--- src/rtl/uart_ring_tx.sv ---
// rtl/uart_ring_tx.sv - 8N1 UART transmitter fed from a ring buffer.
// Optional even-parity bit (8E1/8E2) is enabled by defining UART_TX_PARITY_EN.
module uart_ring_tx #(
    parameter int CLKS_PER_BIT = 868,
    parameter int STOP_BITS    = 1
) (
    input  logic       clk,
    input  logic       reset,
    input  logic       txEnable,
    output logic       dataReadReq,
    input  logic       dataReadAck,
    input  logic [7:0] dataRead,
    output logic       tx,
    output logic       busy,
    output logic       frameDone
);

    localparam int            CW        = $clog2(CLKS_PER_BIT);
    localparam logic [CW-1:0] BAUD_LAST = CW'(CLKS_PER_BIT - 1);
    localparam logic          STOP_LAST = 1'(STOP_BITS - 1);

`ifdef UART_TX_PARITY_EN
    typedef enum logic [2:0] {
        ST_FETCH, ST_START, ST_DATA, ST_PARITY, ST_STOP
    } state_t;
`else
    typedef enum logic [2:0] {
        ST_FETCH, ST_START, ST_DATA, ST_STOP
    } state_t;
`endif

    state_t        state_q;
    logic [CW-1:0] baud_q;
    logic [2:0]    bit_idx_q;
    logic          stop_idx_q;
    logic [7:0]    shift_q;
    logic          req_q;
    logic          tx_q;
    logic          busy_q;
    logic          done_q;
`ifdef UART_TX_PARITY_EN
    logic          parity_q;
`endif

    assign dataReadReq = req_q;
    assign tx          = tx_q;
    assign busy        = busy_q;
    assign frameDone   = done_q;

    always_ff @(posedge clk or posedge reset) begin
        if (reset) begin
            state_q    <= ST_FETCH;
            baud_q     <= '0;
            bit_idx_q  <= '0;
            stop_idx_q <= 1'b0;
            shift_q    <= '0;
            req_q      <= 1'b0;
            tx_q       <= 1'b1;
            busy_q     <= 1'b0;
            done_q     <= 1'b0;
`ifdef UART_TX_PARITY_EN
            parity_q   <= 1'b0;
`endif
        end else begin
            case (state_q)
                ST_FETCH: begin
                    done_q <= 1'b0;
                    tx_q   <= 1'b1;
                    // An ack only counts against a request already on the wire.
                    if (req_q && dataReadAck) begin
                        shift_q <= dataRead;
`ifdef UART_TX_PARITY_EN
                        parity_q <= ^dataRead;
`endif
                        busy_q  <= 1'b1;
                        req_q   <= 1'b0;
                        tx_q    <= 1'b0;
                        baud_q  <= '0;
                        state_q <= ST_START;
                    end else begin
                        busy_q <= 1'b0;
                        req_q  <= txEnable;
                    end
                end
                ST_START: begin
                    if (baud_q == BAUD_LAST) begin
                        baud_q    <= '0;
                        tx_q      <= shift_q[0];
                        shift_q   <= {1'b0, shift_q[7:1]};
                        bit_idx_q <= '0;
                        state_q   <= ST_DATA;
                    end else begin
                        baud_q <= baud_q + CW'(1);
                    end
                end
                ST_DATA: begin
                    if (baud_q == BAUD_LAST) begin
                        baud_q <= '0;
                        if (bit_idx_q == 3'd7) begin
`ifdef UART_TX_PARITY_EN
                            tx_q    <= parity_q;
                            state_q <= ST_PARITY;
`else
                            tx_q       <= 1'b1;
                            stop_idx_q <= 1'b0;
                            state_q    <= ST_STOP;
`endif
                        end else begin
                            bit_idx_q <= bit_idx_q + 3'd1;
                            tx_q      <= shift_q[0];
                            shift_q   <= {1'b0, shift_q[7:1]};
                        end
                    end else begin
                        baud_q <= baud_q + CW'(1);
                    end
                end
`ifdef UART_TX_PARITY_EN
                ST_PARITY: begin
                    if (baud_q == BAUD_LAST) begin
                        baud_q     <= '0;
                        tx_q       <= 1'b1;
                        stop_idx_q <= 1'b0;
                        state_q    <= ST_STOP;
                    end else begin
                        baud_q <= baud_q + CW'(1);
                    end
                end
`endif
                ST_STOP: begin
                    if (baud_q == BAUD_LAST) begin
                        baud_q <= '0;
                        if (stop_idx_q == STOP_LAST) begin
                            done_q  <= 1'b1;
                            state_q <= ST_FETCH;
                        end else begin
                            stop_idx_q <= 1'b1;
                        end
                    end else begin
                        baud_q <= baud_q + CW'(1);
                    end
                end
                default: begin
                    tx_q    <= 1'b1;
                    state_q <= ST_FETCH;
                end
            endcase
        end
    end

endmodule

--- config.mk ---
export PLATFORM = sky130hd
export DESIGN_NAME = uart_ring_tx
export DESIGN_NICKNAME = d
export VERILOG_FILES = /design/src/rtl/uart_ring_tx.sv
export SDC_FILE = /design/constraint.sdc
export NUM_CORES = 1
export LEC_CHECK = 0
export ABC_AREA = 0
export CORE_MARGIN = 3
export CORE_UTILIZATION = 54
export CTS_CLUSTER_SIZE = 12
export DETAILED_ROUTE_END_ITERATION = 12
export PLACE_DENSITY = 0.82
export SYNTH_ARGS = -nofsm -noshare
export SYNTH_HDL_FRONTEND = slang
export SYNTH_SLANG_ARGS = --single-unit
export TNS_END_PERCENT = 5
--- constraint.sdc ---
create_clock -name clk -period 4.7 [get_ports clk]
set_input_delay 1.175 -clock clk [delete_from_list [all_inputs] [get_ports clk]]
set_output_delay 1.175 -clock clk [all_outputs]
set_load 0.02 [all_outputs]
==> summary by stage, run 1 <==
Synth
Of the total synthesized cell area, the portion taken by full adders, half adders and majority gates is 0.0629. Of the total synthesized cell area, the portion taken by AND, OR, NAND and NOR gates is 0.142. The synthesized instance count is 138. Counting flops with a built-in enable in the synthesized netlist gives 0. The complex-gate fraction of the synthesized area is 0.146. The number of different library cells used by synthesis comes to 42. The post-synthesis average cell area is 11.5 sq um. The share of synthesized area in the top cell type comes to 0.409. The commonest cells after synthesis are 26 x sky130_fd_sc_hd__dfrtp_1, 11 x sky130_fd_sc_hd__nor2_1, 9 x sky130_fd_sc_hd__mux2_4. The sequential area share after synthesis is 0.426. Of the total synthesized cell area, the portion taken by XOR and XNOR cells is 0.0330. For this run, the leading register cell type out of synthesis is sky130_fd_sc_hd__dfrtp_1. Summing every instance area after synthesis gives 1590 sq um. The dominant cell by count in the synthesized netlist is sky130_fd_sc_hd__dfrtp_1. The Yosys step of the flow raised 0 warnings. The main combinational cell family by area after synthesis is multiplexers. The mux contribution to synthesized area is 0.154. In the synthesized netlist the async set-or-reset flop fraction comes to 1.00. Synthesis produced a netlist with a net count of 158. The largest area contributor in the netlist is sky130_fd_sc_hd__dfrtp_1.

In this run, synthesis produced a sequential element count of 27. Ranked by total cell area, the synthesized netlist is headed by sky130_fd_sc_hd__dfrtp_1 41%, sky130_fd_sc_hd__mux2_4 8.5%, sky130_fd_sc_hd__ha_1 6.3%.

Worst hold path
The worst min-delay path category is flip-flop to flip-flop.

Setup path
The critical path startpoint category is a flip-flop. For the worst setup path, the data required time is ~3500 ps. Of all nets on the critical path, the largest fanout is 2. Traced cell by cell, the critical path runs through clkdlybuf4s50_1. The data arrival time of the critical path is 1500 ps. The largest single stage delay on the critical path is 600 ps. The number of buffers and inverters on the critical path is 1. The top cell family by delay on the critical path is buffers and inverters. For this design, the slowest cell found on the critical path is sky130_fd_sc_hd__clkdlybuf4s50_1. The endpoint kind of the worst setup timing path is an output port. The classification of the worst setup path is flip-flop to output port.

Timing
Setup repair after global routing left no endpoint under its margin. The final hold violation count was 0. The final count of pins violating max slew is 0. Summed over all failing endpoints, the final setup total negative slack is 0 ps. Of the available clock period, the critical path in the final layout requires 0.568. The fmax is ~370 MHz. Hold timing on the final database bottoms out at a slack of 487 ps. The final count of negative-setup-slack endpoints is 0. The minimum clock period is 2670 ps. The normalized max-slew margin is 0.331. The maximum clock skew at final layout is a little under 6 ps. The setup slack after layout is ~2000 ps. For the pin with the worst max-slew slack, the measured transition is 1000 ps.

Global route
The number of global-route vias before repair is 1049. Across every metal layer, demand over resource in global routing totals 0.177. The first-pass GRT wire length is 4.75 mm. The initial antenna violation count is 0. Entering global routing, the biggest net connects 28 pins.

The global route total overflow is 0.

Layout
Measured on the finished design, the core utilization comes to 0.639. From synthesis to final layout, the design area changed by 11.7%. The share of layout cells above drive strength 1 is 0.191. The antenna diode count is 0. The number of nets in the final layout is 173.

Pwr
Of the total power, registers draw 0.669. The share of total power dissipated in the clock network is 0.291. The internal power contribution is between 200 and 300 uW. Across the VDD grid, the largest voltage drop is 0.180 mV. Of the total power, the share spent switching nets is 0.212. The combinational group share of total power is 0.041.

The completed layout was analyzed and its total power is 347 uW. For this design the static power due to leakage is 0.801 nW. Summed over all nets, the switching power comes to 73.5 uW. Dividing total power by cell area gives a power density of 196 nW/um^2.

Routing
Dividing the detail-routed wire length by the instance count gives 15.5 um. After detailed routing, the number of remaining DRC violations is 0. After the first detailed-routing iteration, the DRC count stood at 35. The aggregate routed wire length is 2.83 mm. The detailed router placed 1088 vias in this run. The first detailed-routing pass ran for 4 iterations. The remaining antenna violation count after routing is 0. The via count normalized by instance count is 5.95.

Clock network
The CTS sink count is 27. The hold buffer count at cts is 0. The H-tree depth is 1. Gates resized during post-CTS repair numbered 0. The later pin in the worst-skew pair is clocked with a latency of around 330 ps.

The clock tree from TritonCTS is built. The post-CTS setup-driven buffer insertion count is 0. The clock passes through at most 2 buffers. After clock tree synthesis, the clock-pin slew on the worst setup and hold paths is 140 ps.

Clock tree synthesis inserted a total of 3 buffers. Clock tree synthesis selected as its root buffer the cell sky130_fd_sc_hd__clkbuf_4.

Placement
Routability-driven placement finished with a final weighted congestion of 0.781. The quantity of I/O buffers inserted on ports is 15. The detailed-placement wirelength estimate is 2.20 mm. The setup slack after placement is ~1800 ps.

Floorplanning
Pin placement for this block handled 16 I/O pins. The die boundary width is 60.3 um. The initialized floorplan defines 19 standard-cell rows. The floorplan step set the die height to ~60 um.

The die outline area is 3630 sq um. The core area is 2780 sq um. For this configuration, the core starts out at a cell density of 0.572.

Status
The flow ran to the end, and the final reports show no timing, DRC or antenna violations.

Job
The tool flagged a number of max-cap violations equal to 0.
-- registers in the layout (all words and copies together), names as in the netlist --
signal	cells
busy	1
tx	1
state_q	2
baud_q	10
shift_q	8
bit_idx_q	3
frameDone	1
dataReadReq	1
-- through the flow --
| stage | instances | cell area [sq um] |
|---|---|---|
| 2_1_floorplan | 138 | 1590 |
| 3_3_place_gp | 179 | 1750 |
| 3_5_place_dp | 179 | 1750 |
| 4_1_cts | 183 | 1780 |
| 5_1_grt | 183 | 1780 |
| 6_report | 183 | 1780 |
-- final timing paths --
check / start / end / slack, ps / cells past startpoint
max in group asynchronous: reset / shift_q[4] / 2730 / 2
worst max register to register: state_q[0] / shift_q[6] / 2510 / 6
worst min register to register: baud_q[9] / baud_q[9] / 490 / 1
min in group asynchronous: reset / shift_q[6] / 1360 / 2
worst max-delay path: tx / tx / 2030 / 1
worst min-delay path: baud_q[9] / baud_q[9] / 490 / 1
-- cells by family after synthesis --
family                   count (synthesis)
multiplexers                            19
AO/OA/AOI/OAI                           28
XOR/XNOR                                 6
flip-flops                              27
adder cells (fa/ha/maj)                  8
buffers and inverters                   13
AND/OR/NAND/NOR                         37
-- per-layer routing --
metal,vias up,share of wire,GRT usage
li1,524,-,-
met1,534,0.43,0.223
met2,25,0.52,0.298
met3,5,0.039,0.0454
met4,0,0.0099,0.0475
met5,-,0,0
-- power by group through the flow --
stage               clock [mW]  sequential (mW)  combinational (mW)
floorplan                    0            0.237             0.00390
detailed placement           0            0.237              0.0144
global placement             0            0.237              0.0142
CTS                      0.106            0.232              0.0145
finish                   0.101            0.232              0.0141
global route             0.112            0.232              0.0154
-- cells in the final DEF, fill, tap and decap left out, drive strengths merged, types with 3 or more instances in the layout --
cell type / netlist / routed
clkbuf: 4 / 4
ha: 8 / 8
o2111ai: 3 / 3
nand2: 7 / 7
clkdlybuf4s50: 0 / 15
xor2: 6 / 6
o21ai: 8 / 8
mux2: 17 / 17
nor2: 11 / 11
and3: 4 / 4
nand3: 5 / 5
inv: 8 / 8
dfrtp: 26 / 26
-- final cells by class --
cell class / count / area (sq um)
Clock buffer: 4 / 26.3
Fill cell: 218 / 1000
Inverter: 8 / 30.0
Multi-Input combinational cell: 98 / 855
Sequential cell: 27 / 677
Tap cell: 31 / 38.8
Timing Repair Buffer: 15 / 150
Power figures use the tool's default switching activity.
==> inputs of run 2 (changes only) <==
- CORE_UTILIZATION: 54 -> 50
- PLACE_DENSITY: 0.82 -> 0.8
- clock period: 4.7 -> 2.1 ns (I/O delays scaled with it)
==> run 2 against run 1 <==
  * Cell area rose by 5.6%
  * Worst hold slack improved by 2.6 ps
  * Sequential share of layout area fell by 2.0 points
  * Non-clock buffer count rose by 9
  * Global-route usage fell by 0.89 points
  * Die area rose by 7.2%
  * Utilization rose by 0.83 points
  * Highest routed layer unchanged
==> summary by stage, run 2 (synthesis gave the netlist of run 1 again) <==
Floorplanning
The die boundary width is 62.4 um. The die outline area is approximately 4000 sq um. The initial utilization of the core area, before any placement, comes to 0.548. 16 I/O pins were placed. The chip height is 62.4 um. The floorplan step defined a core boundary enclosing 2900 sq um. The number of rows created at floorplan is 19.

Timing
The final count of pins violating max slew is 0. For this run, the top clock speed supported by timing is 498 MHz. The worst pin sits at a relative slew slack of 0.645. Setup repair after global routing left no endpoint under its margin. The minimum clock period is 2010 ps. Setup violations remaining at the end of the flow were counted as 0. For the final database, setup skew stands at 5.46 ps. Once routing completed, OpenROAD measured the worst setup slack at between 90 and 100 ps. The sum of negative setup slack is 0 ps. The post-route fraction of the period consumed by the critical path is 0.957. At the pin with the least slew margin, the transition time is 532 ps. The final hold violation count was 0.

Routing
The count of unresolved DRC violations after routing is 0. The detailed route wirelength on metal2 is 1.59 mm. The number of search-and-repair iterations in the first detailed-routing pass is 4. The routed length per instance is 14.9 um. The via count normalized by instance count is roughly 5.4. The detailed router put a total of between 1 and 1.5 mm of wire on met1. The violation count after the first detailed-routing iteration is 52. Summed over all layers, the routed wires come to roughly 3 mm. Wire segments on met3 add up to 82 um in the final route. The remaining antenna violation count after routing is 0.

The highest metal layer carrying signal wires in the routed design is met4. The via total after detailed routing is about 1.1k.

Setup path
In this run the register-to-register setup slack is 150 ps. Grouping stages by cell kind, the critical path spends the most delay in buffers and inverters. In this run the number of cells on the critical path is 1.

The data arrival time of the critical path is 1480 ps. The worst reg-to-reg path cell count is 7. Data on the critical path is required at its endpoint by 1570 ps. The beginning of the worst register-to-register path is bit_idx_q[0]. The critical path starts at tx. The worst register-to-register path ends at shift_q[6]. Together, buffers and inverters on the worst path number 1. The classification of the worst setup path is flip-flop to output port.

Following the worst setup path forward leads to its endpoint at tx. STA classifies the critical path endpoint as an output port. In this design, the stage delay of the slowest critical-path cell is 600 ps. The critical-path cell with the highest stage delay is sky130_fd_sc_hd__clkdlybuf4s50_1. STA classifies the critical path startpoint as a flip-flop. The signal on the critical path passes through clkdlybuf4s50_1. The critical-path maximum fanout is 2.

Layout
The register with the most flip-flops in the layout has 10 of them. The antenna diode count is 0. The library cell used most frequently in the layout, excluding fill and tap cells, is sky130_fd_sc_hd__dfrtp_1. The filler-free cell count of the finished design is 203. The largest registers in the layout are baud_q: 10 flops, shift_q: 8 flops, bit_idx_q: 3 flops.

The area growth from synthesis to layout is 18.0%. The number of nets in the final layout is between 150 and 200. The library cells used most frequently in the layout, excluding fill and tap cells, are 26 x sky130_fd_sc_hd__dfrtp_1, 15 x sky130_fd_sc_hd__clkdlybuf4s50_1, 11 x sky130_fd_sc_hd__nor2_1. Once layout is done, the placed cells without fillers occupy 1880 sq um. Ranked by flip-flop count, first place goes to baud_q. Of the cells placed in the final design, the portion with a size suffix greater than 1 is 0.248.

Global route
Entering global routing, the biggest net connects 28 pins. The number of global-route vias before repair is roughly 1.1k. The initial antenna violation count is 0. The global route total overflow is 0. The first global-routing pass estimated 5.28 mm of wire.

Across every metal layer, demand over resource in global routing totals 0.168.

Placement
The setup slack after placement is -134 ps. The weighted congestion at the end of routability-driven global placement is 0.913. The cell area after placement is about 1800 sq um.

The number of placed instances with taps included is ~200. The wire-length estimate of the detail-placed layout is 2.31 mm. The quantity of I/O buffers inserted on ports is 15.

Clock network
CTS built an H-tree with a depth of 1. The clock tree from TritonCTS is built. The clock reaches the later pin of the worst-skew pair after 330 ps. The number of buffers created by CTS is 3. The maximum clock insertion buffer count is 2. The clock slew at the register clock pins of the worst setup and hold paths is 140 ps. Clock tree synthesis found a total of 27 sinks. The buffer cell driving the clock tree root is sky130_fd_sc_hd__clkbuf_4.

Pwr
The fraction of power consumed by the clock network is 0.288. Summed over all nets, the switching power comes to 166 uW. Across the VDD grid, the largest voltage drop is 0.202 mV. The total power density per cell area is approximately 410 nW/um^2. Cell internal power was estimated by the tool at ~600 uW.

The share of total power dissipated in sequential elements is 0.669. Of the total power, the share spent switching nets is 0.214. The sum of internal, switching and leakage power is 777 uW.

The combinational group share of total power is 0.043. Summed over all cells, the static leakage comes to 0.854 nW.

Job
The count of max-cap constraint violations is 0.

Status
The run finished with clean final reports.

Worst hold path
The worst min-delay path category is flip-flop to flip-flop.
[run 2: cell types whose count changed in the layout (fill, tap and decap cells not counted), sizes merged]
cell	change
clkinv	+1
buf	+9
clkbuf	-1
[run 2: worst min path at each step]
stage / from / endpoint / cells after the start
after floorplan: baud_q[9] / baud_q[9] / 1
after global placement: busy / busy / 1
after detailed placement: baud_q[9] / baud_q[9] / 1
after CTS: baud_q[9] / baud_q[9] / 1
after global routing: tx / tx / 1
final: baud_q[9] / baud_q[9] / 1
[run 2: cell type report]
| class | count | area, sq um |
|---|---|---|
| Multi-Input combinational cell | 98 | 860 |
| Fill cell | 238 | 1020 |
| Sequential cell | 27 | 677 |
| Timing Repair Buffer | 24 | 230 |
| Clock buffer | 3 | 22.5 |
| Tap cell | 42 | 52.6 |
| Inverter | 8 | 30.0 |
| Clock inverter | 1 | 5.00 |
[run 2: routing by layer]
metal  up-vias  GRT usage
met5         -          0
met4         0     0.0606
met1       533      0.202
met2        19      0.301
met3         5     0.0270
li1        544          -
[run 2: power groups by stage]
stage	combinational [mW]	sequential, mW	clock, mW
floorplan	0.00872	0.530	0
global placement	0.0337	0.530	0
global route	0.0370	0.520	0.252
detailed placement	0.0344	0.530	0
CTS	0.0346	0.520	0.231
finish	0.0335	0.520	0.224
[run 2: metrics by stage]
| step | hold slack, ps | utilization |
|---|---|---|
| 5_1_grt | 526 | 0.647 |
| 2_1_floorplan | 451 | - |
| 3_5_place_dp | 470 | 0.636 |
| 6_report | 489 | 0.647 |
| 4_1_cts | 490 | 0.645 |
| 3_3_place_gp | 463 | 0.636 |
[run 2: timing repair]
item / in CTS / in global routing
setup buffers: 0 / 0
hold buffers: 0 / 0
setup endpoints to repair: 0 / 8
resized for setup: 0 / 1
